File: config.mk
export PLATFORM = sky130hd
export DESIGN_NAME = pipelined_addsub
export DESIGN_NICKNAME = d
export VERILOG_FILES = /design/src/rtl/pipelined_addsub.sv
export SDC_FILE = /design/constraint.sdc
export NUM_CORES = 1
export LEC_CHECK = 0
export ABC_AREA = 0
export CELL_PAD_IN_SITES_DETAIL_PLACEMENT = 1
export CELL_PAD_IN_SITES_GLOBAL_PLACEMENT = 1
export CORE_ASPECT_RATIO = 0.8
export CORE_UTILIZATION = 44
export DETAILED_ROUTE_END_ITERATION = 8
export GPL_TIMING_DRIVEN = 1
export PLACE_DENSITY_LB_ADDON = 0.1
export REMOVE_ABC_BUFFERS = 1
export SLEW_MARGIN = 20
export SYNTH_ARGS = -nofsm -noshare
export SYNTH_HDL_FRONTEND = slang
export SYNTH_SLANG_ARGS = --single-unit
File: constraint.sdc
create_clock -name clk -period 2.61 [get_ports clk]
set_input_delay 0.261 -clock clk [delete_from_list [all_inputs] [get_ports clk]]
set_output_delay 0.261 -clock clk [all_outputs]
set_load 0.05 [all_outputs]
File: src/rtl/pipelined_addsub.sv
// -----------------------------------------------------------------------------
// pipelined_addsub
//   Pipelined ripple-carry adder/subtractor. The WIDTH-bit carry chain is cut
//   into STAGES segments of CHUNK = WIDTH/STAGES bits. Each segment adds one
//   chunk and registers its sum bits and carry out. Operands ride along the
//   pipe so that the upper chunks are used later. Finished sum chunks ride
//   along too, so every word leaves the pipe with all of its bits aligned.
//   The whole pipe advances on a single enable. A stall therefore freezes
//   every stage uniformly, and bubbles travel with the data.
//
// Ports
//   clk        in   rising-edge clock
//   rst_n      in   asynchronous active-low reset
//   in_valid   in   operands present
//   in_ready   out  operands accepted this cycle (= !out_valid | out_ready)
//   a, b       in   WIDTH-bit operands
//   carry_in   in   carry into bit 0 (add mode only)
//   sub        in   0: a+b+carry_in, 1: a-b (a + ~b + 1)
//   out_valid  out  result present
//   out_ready  in   downstream accepts result
//   sum        out  WIDTH-bit result, modulo 2^WIDTH
//   carry_out  out  carry out of the MSB (subtract: 1 = no borrow)
//   overflow   out  signed two's-complement overflow
// -----------------------------------------------------------------------------
module pipelined_addsub #(
  parameter int WIDTH  = 32,
  parameter int STAGES = 4
) (
  input  logic             clk,
  input  logic             rst_n,
  input  logic             in_valid,
  output logic             in_ready,
  input  logic [WIDTH-1:0] a,
  input  logic [WIDTH-1:0] b,
  input  logic             carry_in,
  input  logic             sub,
  output logic             out_valid,
  input  logic             out_ready,
  output logic [WIDTH-1:0] sum,
  output logic             carry_out,
  output logic             overflow
);

  localparam int CHUNK = WIDTH / STAGES;
  localparam logic [WIDTH-1:0] CHUNK_MASK = WIDTH'({CHUNK{1'b1}});

  if (WIDTH < 2 || STAGES < 1 || (WIDTH % STAGES) != 0) begin : g_bad_params
    $error("pipelined_addsub: WIDTH must be >= 2 and a multiple of STAGES");
  end

  // Level 0 holds the captured operands. Level k+1 holds the word after
  // segment k has added its chunk. Level STAGES is the output register.
  logic             v_q [0:STAGES];
  logic             c_q [0:STAGES];
  logic [WIDTH-1:0] r_q [0:STAGES];
  logic [WIDTH-1:0] a_q [0:STAGES-1];
  logic [WIDTH-1:0] b_q [0:STAGES-1];
  logic             ovf_q;

  logic                         adv_s;
  logic [STAGES-1:0]            cn_d;
  logic [STAGES-1:0][WIDTH-1:0] r_d;
  logic                         msb_cin_s;
  logic                         ovf_d;

  assign adv_s    = !v_q[STAGES] || out_ready;
  assign in_ready = adv_s;

  // One ripple segment per stage. It adds its own chunk and merges the
  // result into the partial sum word.
  for (genvar k = 0; k < STAGES; k++) begin : g_stage
    logic [CHUNK:0] add_s;

    assign add_s = {1'b0, a_q[k][k*CHUNK +: CHUNK]}
                 + {1'b0, b_q[k][k*CHUNK +: CHUNK]}
                 + {{CHUNK{1'b0}}, c_q[k]};

    assign cn_d[k] = add_s[CHUNK];

    assign r_d[k] = (r_q[k] & ~(CHUNK_MASK << (k * CHUNK)))
                  | (WIDTH'(add_s[CHUNK-1:0]) << (k * CHUNK));
  end

  // The carry into the MSB is recovered from the MSB sum bit of the last
  // segment: s = a ^ b ^ cin, so cin = a ^ b ^ s.
  assign msb_cin_s = a_q[STAGES-1][WIDTH-1] ^ b_q[STAGES-1][WIDTH-1]
                   ^ r_d[STAGES-1][WIDTH-1];
  assign ovf_d     = msb_cin_s ^ cn_d[STAGES-1];

  // Pipeline registers: the whole pipe shifts one level whenever adv_s is high.
  always_ff @(posedge clk or negedge rst_n) begin
    if (!rst_n) begin
      for (int k = 0; k <= STAGES; k++) begin
        v_q[k] <= 1'b0;
        c_q[k] <= 1'b0;
        r_q[k] <= {WIDTH{1'b0}};
      end
      for (int k = 0; k < STAGES; k++) begin
        a_q[k] <= {WIDTH{1'b0}};
        b_q[k] <= {WIDTH{1'b0}};
      end
      ovf_q <= 1'b0;
    end else if (adv_s) begin
      // Subtract is a + ~b + 1. The +1 enters as the carry into chunk 0.
      v_q[0] <= in_valid;
      a_q[0] <= a;
      b_q[0] <= sub ? ~b : b;
      c_q[0] <= sub ? 1'b1 : carry_in;
      r_q[0] <= {WIDTH{1'b0}};
      for (int k = 0; k < STAGES; k++) begin
        v_q[k+1] <= v_q[k];
        c_q[k+1] <= cn_d[k];
        r_q[k+1] <= r_d[k];
      end
      for (int k = 1; k < STAGES; k++) begin
        a_q[k] <= a_q[k-1];
        b_q[k] <= b_q[k-1];
      end
      ovf_q <= ovf_d;
    end
  end

  assign out_valid = v_q[STAGES];
  assign sum       = r_q[STAGES];
  assign carry_out = c_q[STAGES];
  assign overflow  = ovf_q;

endmodule

==> impl_metrics.ini <==
[run_status]
status = finished, final reports clean

[die]
ioPinCount = 106
chipWidth_um = 178
die-area_mm2 = 0.0253
coreArea_mm2 = 0.0243
die_h_um = 143
initial_core_util_pct = 44.7
fp-row-count = 51

[clock_network]
cts_root_buf = clkbuf_16
cts_tree = done
cts_buffer_depth = 3
postCtsSetupBuffers = 0
cts_resized = 0
htreeDepth = 1
numCtsBuffers = 26
cts.sinks = 251
insertion_delay_ps = 520
cts.reportedPaths.clkPinSlew_ps = 60

[setup_path]
critPathKind = flip-flop to flip-flop
worst-path-max-fanout = 3
cp_data_arrival_time_ps = 2760
end_kind = flip-flop
critPathLaunchType = flip-flop
critPathRequiredTime_ps = 3020

[synth]
synth_seq_cells = 251
postSynthAreaPerCell_um2 = 9.15
ys_types = 37
netlist_instances = 1188
ys_seq_area_share_pct = 57.8
synth_enable_flop_cells = 0
async_flop_share_pct = 100
synth_flop_cell = dfrtp_1
syn_area_mm2 = 0.0109
synth_warnings = 0

[placed_design]
dpl.hpwl_mm = 15.0
gp_congestion = 0.775
io_buffers = 105
dp_cells = 1562

[detailed_routing]
wl_mm = 23.2
via_per_inst = 4.84
post-route-drc-count = 0
vias = 7757
ant_nets = 0
wl_per_cell_um = 14.5
drt_iter0_drc = 362
dr.pass1.iters = 4

[global_route]
grt_pass1_wl_mm = 39.2
grt_usage_pct = 19.2
grt-ovfl-total = 0
grt_max_degree = 97
antenna_found_initial = 0
grt_pass1_vias = 7895

[power_and_ir_drop]
p_per_area_mw_per_mm2 = 1310
power_frac_comb_pct = 40.6
pwr-share-seq_pct = 39.0
p_switching_mw = 6.71
clkPwrFrac_pct = 20.5
p_leak_nw = 6.45
switching_share_pct = 39.3
ir_drop_uv = 1320
p_int_mw = 10.4

[layout]
drive_above_1_share_pct = 4.67
fin_cells = 1604
nets = 1379
final_cell_mix = nand2_1 (624), dfrtp_1 (251), clkdlybuf4s50_1 (102)
syn_to_final_growth_pct = 19.7
final_common_cell = nand2_1
diodes = 0

[timing]
maxSlewViolCount = 0
maxSlewHeadroom_pct = 59.5
fin_tns_setup_ps = 0
fmax_mhz = 424
fin_crit_ps = 2360
report.final.hold_viol_count = 0
min_period_over_period_pct = 90.3
rsz0062_at_grt = no
hold_slack_ps = 265
fin_worst_skew_ps = 6.96
worst_pin_slew_ps = 608
final-setup-viol-count = 0

[flow_run]
max-cap-violations = 0

[hold_path]
hold_path.class = primary input to flip-flop
==> final timing paths <==
check	from	end	slack, ps	cells past startpoint
setup / recovery	c_q[3]	c_q[2]	250	7
setup reg to reg	c_q[3]	c_q[2]	250	7
max in group asynchronous	rst_n	b_q[92]	1540	3
hold reg to reg	a_q[87]	a_q[87]	460	2
min in group asynchronous	rst_n	sum[9]	290	2
hold / removal	a[29]	a_q[125]	260	3
==> critical path, cell delays in order, from the launching register on <==
cell and delay, ps:
dfrtp_1 390, fa_1 510, fa_1 430, a21o_1 180, a21o_4 220, a21oi_2 180
a21oi_1 90, o31a_1 230
==> metrics by stage <==
| stage | worst slack [ps] | instance area [um2] | total power [mW] | util (%) |
|---|---|---|---|---|
| floorplan | -8410 | 10500 | 11.7 | - |
| global placement | 301 | 12200 | 13.4 | 50.2 |
| detailed placement | 254 | 12200 | 13.7 | 50.2 |
| CTS | 246 | 13000 | 17.3 | 53.5 |
| global route | 164 | 13000 | 18.4 | 53.5 |
| finish | 253 | 13000 | 17.1 | 53.5 |
==> state kept, by name, indices dropped and copies added, names as in the netlist <==
name and count:
c_q 4, v_q 4, carry_out 1, overflow 1, a_q 80, sum 32, b_q 80, r_q 48
out_valid 1
==> metal layers <==
| metal | global-route usage (%) | routed length [um] | part of all wire (%) |
|---|---|---|---|
| met1 | 26.7 | 11200 | 48 |
| met2 | 31.7 | 10900 | 47 |
| met3 | 2.88 | 663 | 2.9 |
| met4 | 4.14 | 375 | 1.6 |
| met5 | 0 | 0 | 0 |
==> cell type report <==
type | count | area [um2]
fill | 2801 | 11300
sequential | 251 | 6280
multi-input combinational | 867 | 4250
timing repair buffer | 122 | 1270
clock buffer | 40 | 774
tap | 318 | 398
inverter | 5 | 23.8
clock inverter | 1 | 8.76
==> Yosys cell counts (2+ instances only) <==
cell type / instances / share of area (%)
a21o_1: 12 / 0.83
inv_1: 4 / 0.14
clkbuf_1: 11 / 0.38
a21oi_1: 31 / 1.4
a41o_1: 3 / 0.28
o21ai_0: 46 / 2.1
nor2_1: 15 / 0.52
buf_2: 50 / 2.3
fa_1: 8 / 1.5
ha_1: 28 / 3.2
xnor2_1: 48 / 3.9
o211ai_1: 5 / 0.35
clkbuf_2: 3 / 0.14
nand2b_1: 4 / 0.23
o31a_1: 3 / 0.24
nor3b_1: 4 / 0.28
nand2_1: 624 / 22
nand4b_1: 2 / 0.16
nand3_1: 4 / 0.18
a21oi_2: 3 / 0.24
a211oi_1: 3 / 0.21
nor4b_1: 2 / 0.16
a21o_4: 2 / 0.28
dfrtp_1: 251 / 58
nand4_1: 4 / 0.23
or4b_1: 2 / 0.18
xor2_1: 6 / 0.48
==> power groups by stage <==
stage	combinational (mW)	clock (mW)	sequential, mW
final	6.92	3.50	6.65
after global routing	7.81	3.75	6.88
after CTS	7.06	3.60	6.68
after detailed placement	7.01	0	6.71
after global placement	6.75	0	6.64
after floorplan	4.28	0	7.38
==> timing repair <==
action,CTS,global route
endpoints found under the hold margin,63,0
endpoints found under the setup margin,0,0
hold buffers,1,0
==> cells by family (layout without fill, tap and decap cells) <==
group	count (synthesis)	count (layout)	share of synthesized area, %
buf+inv	70	168	3.10
simple gates	664	664	23.7
mux	1	1	0.0921
flops	251	251	57.8
compound gates	112	112	6.25
fa+ha+maj	36	36	4.70
xor+xnor	54	54	4.35
No activity file was read; power rests on OpenSTA's default activity.
